**src/rtl/fifo_uart_tx.sv**
```systemverilog
// FIFO-drain UART transmitter: pops one byte per frame from the FIFO read port
// and shifts it out on tx as 8N1, LSB first.
module fifo_uart_tx #(
  parameter int CLKS_PER_BIT = 434,
  parameter int CNT_W        = 16
) (
  input  logic       clock,
  input  logic       reset,
  input  logic       enable,
  input  logic [7:0] fifo_data,
  input  logic       fifo_empty,
  output logic       pop,
  output logic       tx,
  output logic       busy
);

  typedef enum logic [2:0] {
    IDLE  = 3'd0,
    FETCH = 3'd1,
    START = 3'd2,
    DATA  = 3'd3,
    STOP  = 3'd4
  } state_t;

  localparam logic [CNT_W-1:0] LAST = CNT_W'(CLKS_PER_BIT - 1);

  state_t           state, state_next;
  logic [CNT_W-1:0] cnt, cnt_next;
  logic [2:0]       bit_idx, bit_next;
  logic [7:0]       shift, shift_next;
  logic             tx_next;

  always_ff @(posedge clock or negedge reset) begin
    if (!reset) begin
      state   <= IDLE;
      cnt     <= '0;
      bit_idx <= '0;
      shift   <= '0;
      tx      <= 1'b1;
    end else begin
      state   <= state_next;
      cnt     <= cnt_next;
      bit_idx <= bit_next;
      shift   <= shift_next;
      tx      <= tx_next;
    end
  end

  always_comb begin
    state_next = state;
    cnt_next   = cnt + 1'b1;
    bit_next   = bit_idx;
    shift_next = shift;
    pop        = 1'b0;
    busy       = 1'b1;
    case (state)
      IDLE: begin
        busy     = 1'b0;
        cnt_next = '0;
        if (enable && !fifo_empty) state_next = FETCH;
      end
      FETCH: begin
        pop        = 1'b1;
        shift_next = fifo_data;
        cnt_next   = '0;
        state_next = START;
      end
      START: begin
        if (cnt == LAST) begin
          cnt_next   = '0;
          bit_next   = '0;
          state_next = DATA;
        end
      end
      DATA: begin
        if (cnt == LAST) begin
          cnt_next   = '0;
          shift_next = shift >> 1;
          if (bit_idx == 3'd7) state_next = STOP;
          else                 bit_next   = bit_idx + 3'd1;
        end
      end
      STOP: begin
        if (cnt == LAST) begin
          cnt_next   = '0;
          state_next = IDLE;
        end
      end
      default: begin
        busy       = 1'b0;
        cnt_next   = '0;
        state_next = IDLE;
      end
    endcase

    // tx is registered from the state being entered so it changes on that edge
    case (state_next)
      START:   tx_next = 1'b0;
      DATA:    tx_next = shift_next[0];
      default: tx_next = 1'b1;
    endcase
  end

endmodule

```
**config.mk**
```make
export PLATFORM = sky130hd
export DESIGN_NAME = fifo_uart_tx
export DESIGN_NICKNAME = d
export VERILOG_FILES = /design/src/rtl/fifo_uart_tx.sv
export SDC_FILE = /design/constraint.sdc
export NUM_CORES = 1
export LEC_CHECK = 0
export CORE_MARGIN = 5
export CORE_UTILIZATION = 60
export DETAILED_ROUTE_END_ITERATION = 7
export GPL_ROUTABILITY_DRIVEN = 0
export PLACE_DENSITY = 0.93
export SLEW_MARGIN = 20
export SYNTH_ARGS = -nofsm -noshare
export SYNTH_HDL_FRONTEND = slang
export SYNTH_SLANG_ARGS = --single-unit
```
**constraint.sdc**
```tcl
create_clock -name clock -period 2.6 [get_ports clock]
set_clock_uncertainty 0.1 [all_clocks]
set_input_delay 0.65 -clock clock [delete_from_list [all_inputs] [get_ports clock]]
set_output_delay 0.65 -clock clock [all_outputs]
set_load 0.1 [all_outputs]
```
Yosys cells after proc, flatten, opt, wreduce, memory -nomap -nowiden
Index checks and enable logic that the tools add are counted.

Bits of input ports: 12. Register bits: 31. Output and inout bits: 3.

Reduce and logical (&&, ||, !) cells: 9. $add $sub $neg: 2. Multiplexer cells: 17. Equality and inequality tests: 11.

Operators with widths (number): 16-bit two-way mux (2); 3-bit two-way mux (8); 16-bit by 1-bit adder with 16-bit output, second input constant (1); 16-bit by 9-bit == test with 1-bit output, second input constant (1); 8-bit one-hot mux with 2 select lines (1); 3-bit one-hot mux with 5 select lines (1); 3-bit by 2-bit == test with 1-bit output, second input constant (4); 8-bit two-way mux (1); 3-bit == test, second input constant (2); 2-bit != test, second input constant (3); 3-bit one-hot mux with 2 select lines (1); 4-bit AND reduction (1); 2-bit nonzero test (2); 4-bit OR reduction (1); 3-bit by 1-bit adder with 3-bit output, second input constant (1); 3-bit by 1-bit == test with 1-bit output, second input constant (1); 3-bit logical NOT (1); 3-bit OR reduction (1); 1-bit two-way mux (2); 1-bit one-hot mux with 2 select lines (1); 2-bit AND reduction (1); 1-bit logical AND (1); 1-bit logical NOT (1).

Longest topological paths before layout
Gate-level depths: netlist (run 1).

Word-level depth: 6. Depth in mapped cells: 7. Gate-level depth less buffers: 6.

Least setup slack after synthesis (run 1)
OpenSTA, ideal clock, no wires.

Path kind: reg2out. Start: register state[1]. End: output port busy. Stages on the path, launching flop included: 4. Path slack: -0.339 ns. Data required time: 1.850 ns. Data arrival time: 2.189 ns. Cells stage by stage: dfrtp_1 buf_2 nor2_1 xnor2_1.

Cells in the longest elaborated chain, start to end: 3. Elaborated cells on any way between the ends: 6.

Ends and longest elaborated chain: start, declared (RTL line 27) `state_t state, state_next;`; start signal, assigned (RTL line 41) `state <= state_next;`; 3-bit == test (tied with other cells) (RTL line 56) `case (state)`; 4-bit OR reduction (no source line) *; 1-bit two-way mux * (RTL line 56); end, declared (RTL line 14) `output logic busy`.

Every way passes the cells marked *; elsewhere a longest branch is shown, timed or not.

Final worst setup path (run 1)
Start: register state[1]. End: output port pop.

Cells in the longest elaborated chain, start to end: 2.

Ends and longest elaborated chain: 3-bit by 1-bit == test with 1-bit output (RTL line 56); 1-bit two-way mux (RTL line 56); end, declared (RTL line 12) `output logic pop,`.

Every way passes these cells.

==> results of run 1 <==
[kinds of logic after synthesis]
kind of cell / synth area share
and+or+nand+nor: 0.244
DFF: 0.438
AOI/OAI and AO/OA: 0.0923
buffers and inverters: 0.0564
xor gates and xnor gates: 0.0740
muxes: 0.0677
adders and majority gates: 0.0282
[report_power, final]
part	internal (mW)	total (mW)	switching, mW
sequential	0.483	0.484	0.000599
clock	0.227	0.399	0.172
combinational	0.0192	0.0344	0.0152
[cell type report]
cell class | count | area [um2] | area share
inverter | 9 | 33.8 | 0.0167
sequential | 31 | 777 | 0.385
clock inverter | 2 | 35.0 | 0.0174
multi-input combinational | 129 | 908 | 0.450
timing repair buffer | 16 | 173 | 0.0856
clock buffer | 6 | 51.3 | 0.0254
tap | 31 | 38.8 | 0.0192
[registers in the layout (all words and copies together), names as in the netlist]
name and count:
cnt 16, shift 8, bit_idx 3, tx 1, state 3
[what timing repair did]
item / 4_1_cts / 5_1_grt
resized for setup: 0 / 1
hold buffers: 0 / 0
setup endpoints to repair: 0 / 1
[critical path, cell delays in order (launching register included)]
cell and delay [ns]:
dfrtp_1 0.54, or3b_4 0.52, inv_1 0.14, buf_12 0.18
[path summary, 6_finish.rpt]
| kind | start | end | cells after the start |
|---|---|---|---|
| max reg2reg | cnt[1] | cnt[13] | 6 |
| max | state[1] | pop | 3 |
| max in group asynchronous | reset | tx | 2 |
| min reg2reg | cnt[0] | cnt[0] | 1 |
| min | cnt[0] | cnt[0] | 1 |
| min in group asynchronous | reset | shift[0] | 2 |
[cell usage in the layout (no fill, tap or decap), types with 4 or more instances in the layout]
| master | netlist | routed |
|---|---|---|
| nor3_1 | 5 | 5 |
| a21oi_1 | 7 | 7 |
| nor4_1 | 5 | 5 |
| ha_1 | 4 | 4 |
| mux2i_1 | 6 | 6 |
| nor2_1 | 22 | 22 |
| o22ai_1 | 6 | 6 |
| clkdlybuf4s50_1 | 0 | 11 |
| nand2b_1 | 6 | 6 |
| clkbuf_4 | 0 | 5 |
| nand2_1 | 11 | 11 |
| nand4_1 | 4 | 4 |
| xnor2_1 | 14 | 13 |
| nand3_1 | 8 | 8 |
| inv_1 | 9 | 9 |
| dfrtp_1 | 30 | 30 |
[metal layers]
layer,up-vias,track usage
met1,659,0.231
met5,-,0
met2,48,0.356
met3,11,0.0630
li1,656,-
met4,0,0.0712
[through the flow]
step           std cells  worst slack [ns]  total power [mW]  utilization  hold slack (ns)
6_report             224             0.118             0.917        0.719            0.447
5_1_grt              224            0.0437             0.958        0.719            0.460
4_1_cts              224            0.0256             0.922        0.718            0.445
3_5_place_dp         216             0.417             0.528        0.687            0.430
3_3_place_gp         216             0.474             0.527        0.687            0.406
2_1_floorplan        177             0.268             0.499            -            0.254
==> metrics.md, run 1 <==
| Metric | Value |
|---|---|
| Status | `completed` |
| Die Y | `64.4 um` |
| Sink Count | `31` |
| Arrival time worst endpoint | `1.73 ns` |
| CTS Root Cell | `clkbuf_4` |
| Area contributors post-synth | `dfrtp_1 42%, xnor2_1 6.9%, nor2_1 4.7%` |
| DRT met1 WL | `1.54 mm` |
| Die area | `4150 um2` |
| Post-synthesis cell count | `177` |
| Mapped Nets | `193` |
| Final ANT Viol Nets | `0` |
| Final Setup Violations | `0` |
| Reg2reg setup slack | `0.43 ns` |
| Count leader, synth | `dfrtp_1` |
| Routed vias/inst | `6.13` |
| Hpwl dp | `2.79 mm` |
| Initial antenna violation count | `0` |
| Seq cells post-synth | `31` |
| Area Growth Syn to Fin | `13.6%` |
| Worst-margin pin slew | `0.531 ns` |
| Top FF cell, synth | `dfrtp_1` |
| First drt pass iteration count | `4` |
| RSZ-0062 raised after global routing | `no` |
| Setup_tns | `0 ns` |
| Pwr Density | `455 nW/um2` |
| Post-synth cell types | `43` |
| Synth warn | `0` |
| Fin. Hold Viols | `0` |
| Uppermost layer routed | `met4` |
| Cell taking the most area after synthesis | `dfrtp_1` |
| Final Max Tran Viols | `0` |
| CP Data Required Time | `1.85 ns` |
| Fin area | `2020 um2` |
| Iter 0 DRT Violations | `137` |
| WL final | `3.83 mm` |
| Vias in the first global route | `1432` |
| Synth async-reset ratio | `1.00` |
| First-pass GRT wire length | `6.49 mm` |
| Share of post-route cells with drive strength above 1 | `0.135` |
| Post-Synthesis Cell Area | `1780 um2` |
| CP Class | `register to output port` |
| TritonCTS clock tree | `yes` |
| Fmax | `403 MHz` |
| Die X-Extent | `64.4 um` |
| Fill cells | `198` |
| Post-synth EDFFs | `0` |
| Crit start category | `register` |
| Clock buffer depth | `2` |
| # diodes | `0` |
| Num ports | `15` |
| Top-area cell type share of the netlist area | `0.423` |
| GRT Residual Overflow | `0` |
| Via count | `1374` |
| Initial Util | `0.633` |
| Avg Cell Area, Syn | `10.0 um2` |
| Nets | `208` |
| Mean routed wirelength per cell | `17.1 um` |
| Max-cap violations | `0` |
| Leakage | `0.890 nW` |
| Setup Fix Bufs, Post-CTS | `0` |
| Htree depth | `2` |
| Worst setup EP type | `output port` |
| Min-Delay Path Class | `register to register` |
| Met2 wire len | `1.96 mm` |
| Min cycle time layout | `2.48 ns` |
| IR drop worst, VDD | `394 uV` |
| Total GRT Usage | `0.202` |
| Residual DRC count | `0` |
| Largest net degree at the start of global routing | `32` |
| Post-DP Area | `1930 um2` |
| Clk slew on worst S/H paths | `0.11 ns` |
| CP max FO | `12` |
| Final worst path period share | `0.955` |
| Register area share after synthesis | `0.438` |
| Post-synth top cells | `30 x dfrtp_1, 22 x nor2_1, 14 x xnor2_1, 11 x nand2_1, 9 x inv_1` |
| Routed wl met3 | `232 um` |
| Core area | `2810 um2` |
| CTS buffer count | `5` |
| Skew-Pair Late Insertion Delay | `0.34 ns` |
| IO Port Bufs | `14` |
| Rel. slew slack | `0.645` |
| # rows | `19` |
Note: power is estimated with default switching activity, not from simulation.
==> inputs of run 2 (changes only) <==
--- a/config.mk
+++ b/config.mk
@@ -8,8 +8,9 @@
 export CORE_MARGIN = 5
 export CORE_UTILIZATION = 60
 export DETAILED_ROUTE_END_ITERATION = 7
+export DONT_BUFFER_PORTS = 1
 export GPL_ROUTABILITY_DRIVEN = 0
-export PLACE_DENSITY = 0.93
+export PLACE_DENSITY = 0.87
 export SLEW_MARGIN = 20
 export SYNTH_ARGS = -nofsm -noshare
 export SYNTH_HDL_FRONTEND = slang
==> metrics.md, run 2 (synthesis results as in run 1) <==
| Metric | Value |
|---|---|
| Htree depth | `2 (unchanged)` |
| Critical path origin | `state[1]` |
| Arrival time worst endpoint | `1.71 ns (-0.02 ns)` |
| Critical Path Max Stage Delay | `0.52 ns (-0.02 ns)` |
| Core area | `2810 um2 (unchanged)` |
| WP depth | `3 (unchanged)` |
| First-pass GRT wire length | `6.29 mm (-3.1%)` |
| Worst setup EP type | `output port` |
| Top delay family on crit path | `flip-flops` |
| CTS buffer count | `5 (unchanged)` |
| IO Port Bufs | `0 (-14)` |
| Initial antenna violation count | `0 (unchanged)` |
| Rel. slew slack | `0.658 (+0.0123)` |
| IR drop worst, VDD | `336 uV (-15%)` |
| Crit path to | `busy` |
| Area Growth Syn to Fin | `6.77%` |
| Residual DRC count | `0 (unchanged)` |
| Total power | `0.864 mW (-5.8%)` |
| CTS Root Cell | `clkbuf_4` |
| Status | `completed` |
| Nets | `197 (-5.3%)` |
| Routed vias/inst | `6.21 (+1.3%)` |
| CP Class | `register to output port` |
| R2r endpoint | `cnt[9]` |
| Share of post-route cells with drive strength above 1 | `0.132 (-0.00285)` |
| Crit path buf inv count | `1 (-1)` |
| Biggest regs | `cnt: 16 flops, shift: 8 flops` |
| Max reg flops | `16 (unchanged)` |
| Via count | `1323 (-3.7%)` |
| CP Data Required Time | `1.85 ns (about the same)` |
| TritonCTS clock tree | `yes` |
| Fin. Hold Viols | `0 (unchanged)` |
| Final worst path period share | `0.948 (-0.00696)` |
| CP max-delay cell | `dfrtp_1` |
| Leakage | `0.836 nW (-6.0%)` |
| Mean routed wirelength per cell | `16.6 um (-3.0%)` |
| # diodes | `0 (unchanged)` |
| Clk slew on worst S/H paths | `0.10 ns (about the same)` |
| Die area | `4150 um2 (unchanged)` |
| Largest net degree at the start of global routing | `31 (-3.1%)` |
| Iter 0 DRT Violations | `114 (-17%)` |
| Fin area | `1900 um2 (-6.0%)` |
| Skew-Pair Late Insertion Delay | `0.32 ns (-0.02 ns)` |
| Crit start category | `register` |
| Vias in the first global route | `1328 (-7.3%)` |
| Final WS setup | `0.136 ns (+0.0181 ns)` |
| Min cycle time layout | `2.46 ns (-0.0181 ns)` |
| Num ports | `15 (unchanged)` |
| CP max FO | `12 (unchanged)` |
| Min-Delay Path Class | `primary input to asynchronous set/reset pin` |
| # rows | `19 (unchanged)` |
| WL final | `3.53 mm (-7.7%)` |
| Final Setup Violations | `0 (unchanged)` |
| First drt pass iteration count | `4 (unchanged)` |
| Die X-Extent | `64.4 um (unchanged)` |
| R2R depth | `6 (unchanged)` |
| Total GRT Usage | `0.193 (-0.00932)` |
| Worst-margin pin slew | `0.512 ns (-0.0184 ns)` |
| GRT Residual Overflow | `0 (unchanged)` |
| Initial Util | `0.633 (unchanged)` |
| Sink Count | `31 (unchanged)` |
| Max-cap violations | `0 (unchanged)` |
| Die Y | `64.4 um (unchanged)` |
| Commonest non-fill, non-tap cells in the layout | `30 x dfrtp_1, 22 x nor2_1, 13 x xnor2_1, 11 x nand2_1, 9 x inv_1` |
| Critical path cell sequence | `nor2_1, xnor2_2, buf_4` |
| Reg2reg setup slack | `0.47 ns (+0.04 ns)` |
| Non-Filler Instances | `213 (-4.9%)` |
| Hpwl dp | `2.51 mm (-9.9%)` |
| Post-DP Area | `1800 um2 (-6.7%)` |
| Final Max Tran Viols | `0 (unchanged)` |
| Dpl ws | `0.459 ns (+0.0424 ns)` |
| Biggest register | `cnt` |
| Pwr Density | `456 nW/um2 (+0.21%)` |
| Commonest non-fill, non-tap cell in the layout | `dfrtp_1` |
| Final ANT Viol Nets | `0 (unchanged)` |
| Clock buffer depth | `2 (unchanged)` |
| Placed cells | `204 (-5.6%)` |
| Fmax | `406 MHz (+0.73%)` |
| Reg2reg start | `cnt[1]` |
## run 2: final cells by class
class | count | area [um2]
clock buffer | 7 | 45.0
clock inverter | 1 | 30.0
fill | 218 | 910
inverter | 9 | 33.8
multi-input combinational | 129 | 908
sequential | 31 | 777
tap | 31 | 38.8
timing repair buffer | 5 | 62.6
## run 2: repair_timing
item	CTS	global route
hold buffers	1	0
resized for setup	0	1
endpoints found under the hold margin	30	0
setup buffers	0	0
endpoints found under the setup margin	0	1
## run 2: power breakdown
group / internal [mW] / switching, mW
combinational: 0.00700 / 0.0119
clock: 0.204 / 0.157
sequential: 0.483 / 0.000835
## run 2: worst register-to-register path, cell delays in order (launching register included)
cell,delay [ns]
dfrtp_1,0.42
inv_1,0.07
ha_1,0.15
nor4b_4,0.29
nand4_4,0.33
nand2_1,0.52
nor2_1,0.13
## run 2: worst min-delay path by stage
stage	start	cells after the start	endpoint
4_1_cts	reset	1	cnt[12]
5_1_grt	reset	1	cnt[12]
3_3_place_gp	reset	0	bit_idx[2]
3_5_place_dp	reset	0	bit_idx[2]
2_1_floorplan	reset	0	bit_idx[0]
6_report	reset	1	cnt[12]
## run 2: metrics by stage
| stage | setup TNS (ns) | hold slack (ns) | utilization |
|---|---|---|---|
| 5_1_grt | -0.000952 | 0.0180 | 0.676 |
| 6_report | 0 | 0.0347 | 0.676 |
| 2_1_floorplan | 0 | 0.254 | - |
| 3_5_place_dp | 0 | 0.256 | 0.641 |
| 4_1_cts | 0 | 0.0328 | 0.675 |
| 3_3_place_gp | 0 | 0.256 | 0.641 |
## run 2: routing by layer
metal,GRT usage,up-vias,wire length (um)
met3,0.0665,2,176
met2,0.316,29,1800
met5,0,-,0
met4,0.0554,0,15
li1,-,633,-
met1,0.241,659,1540
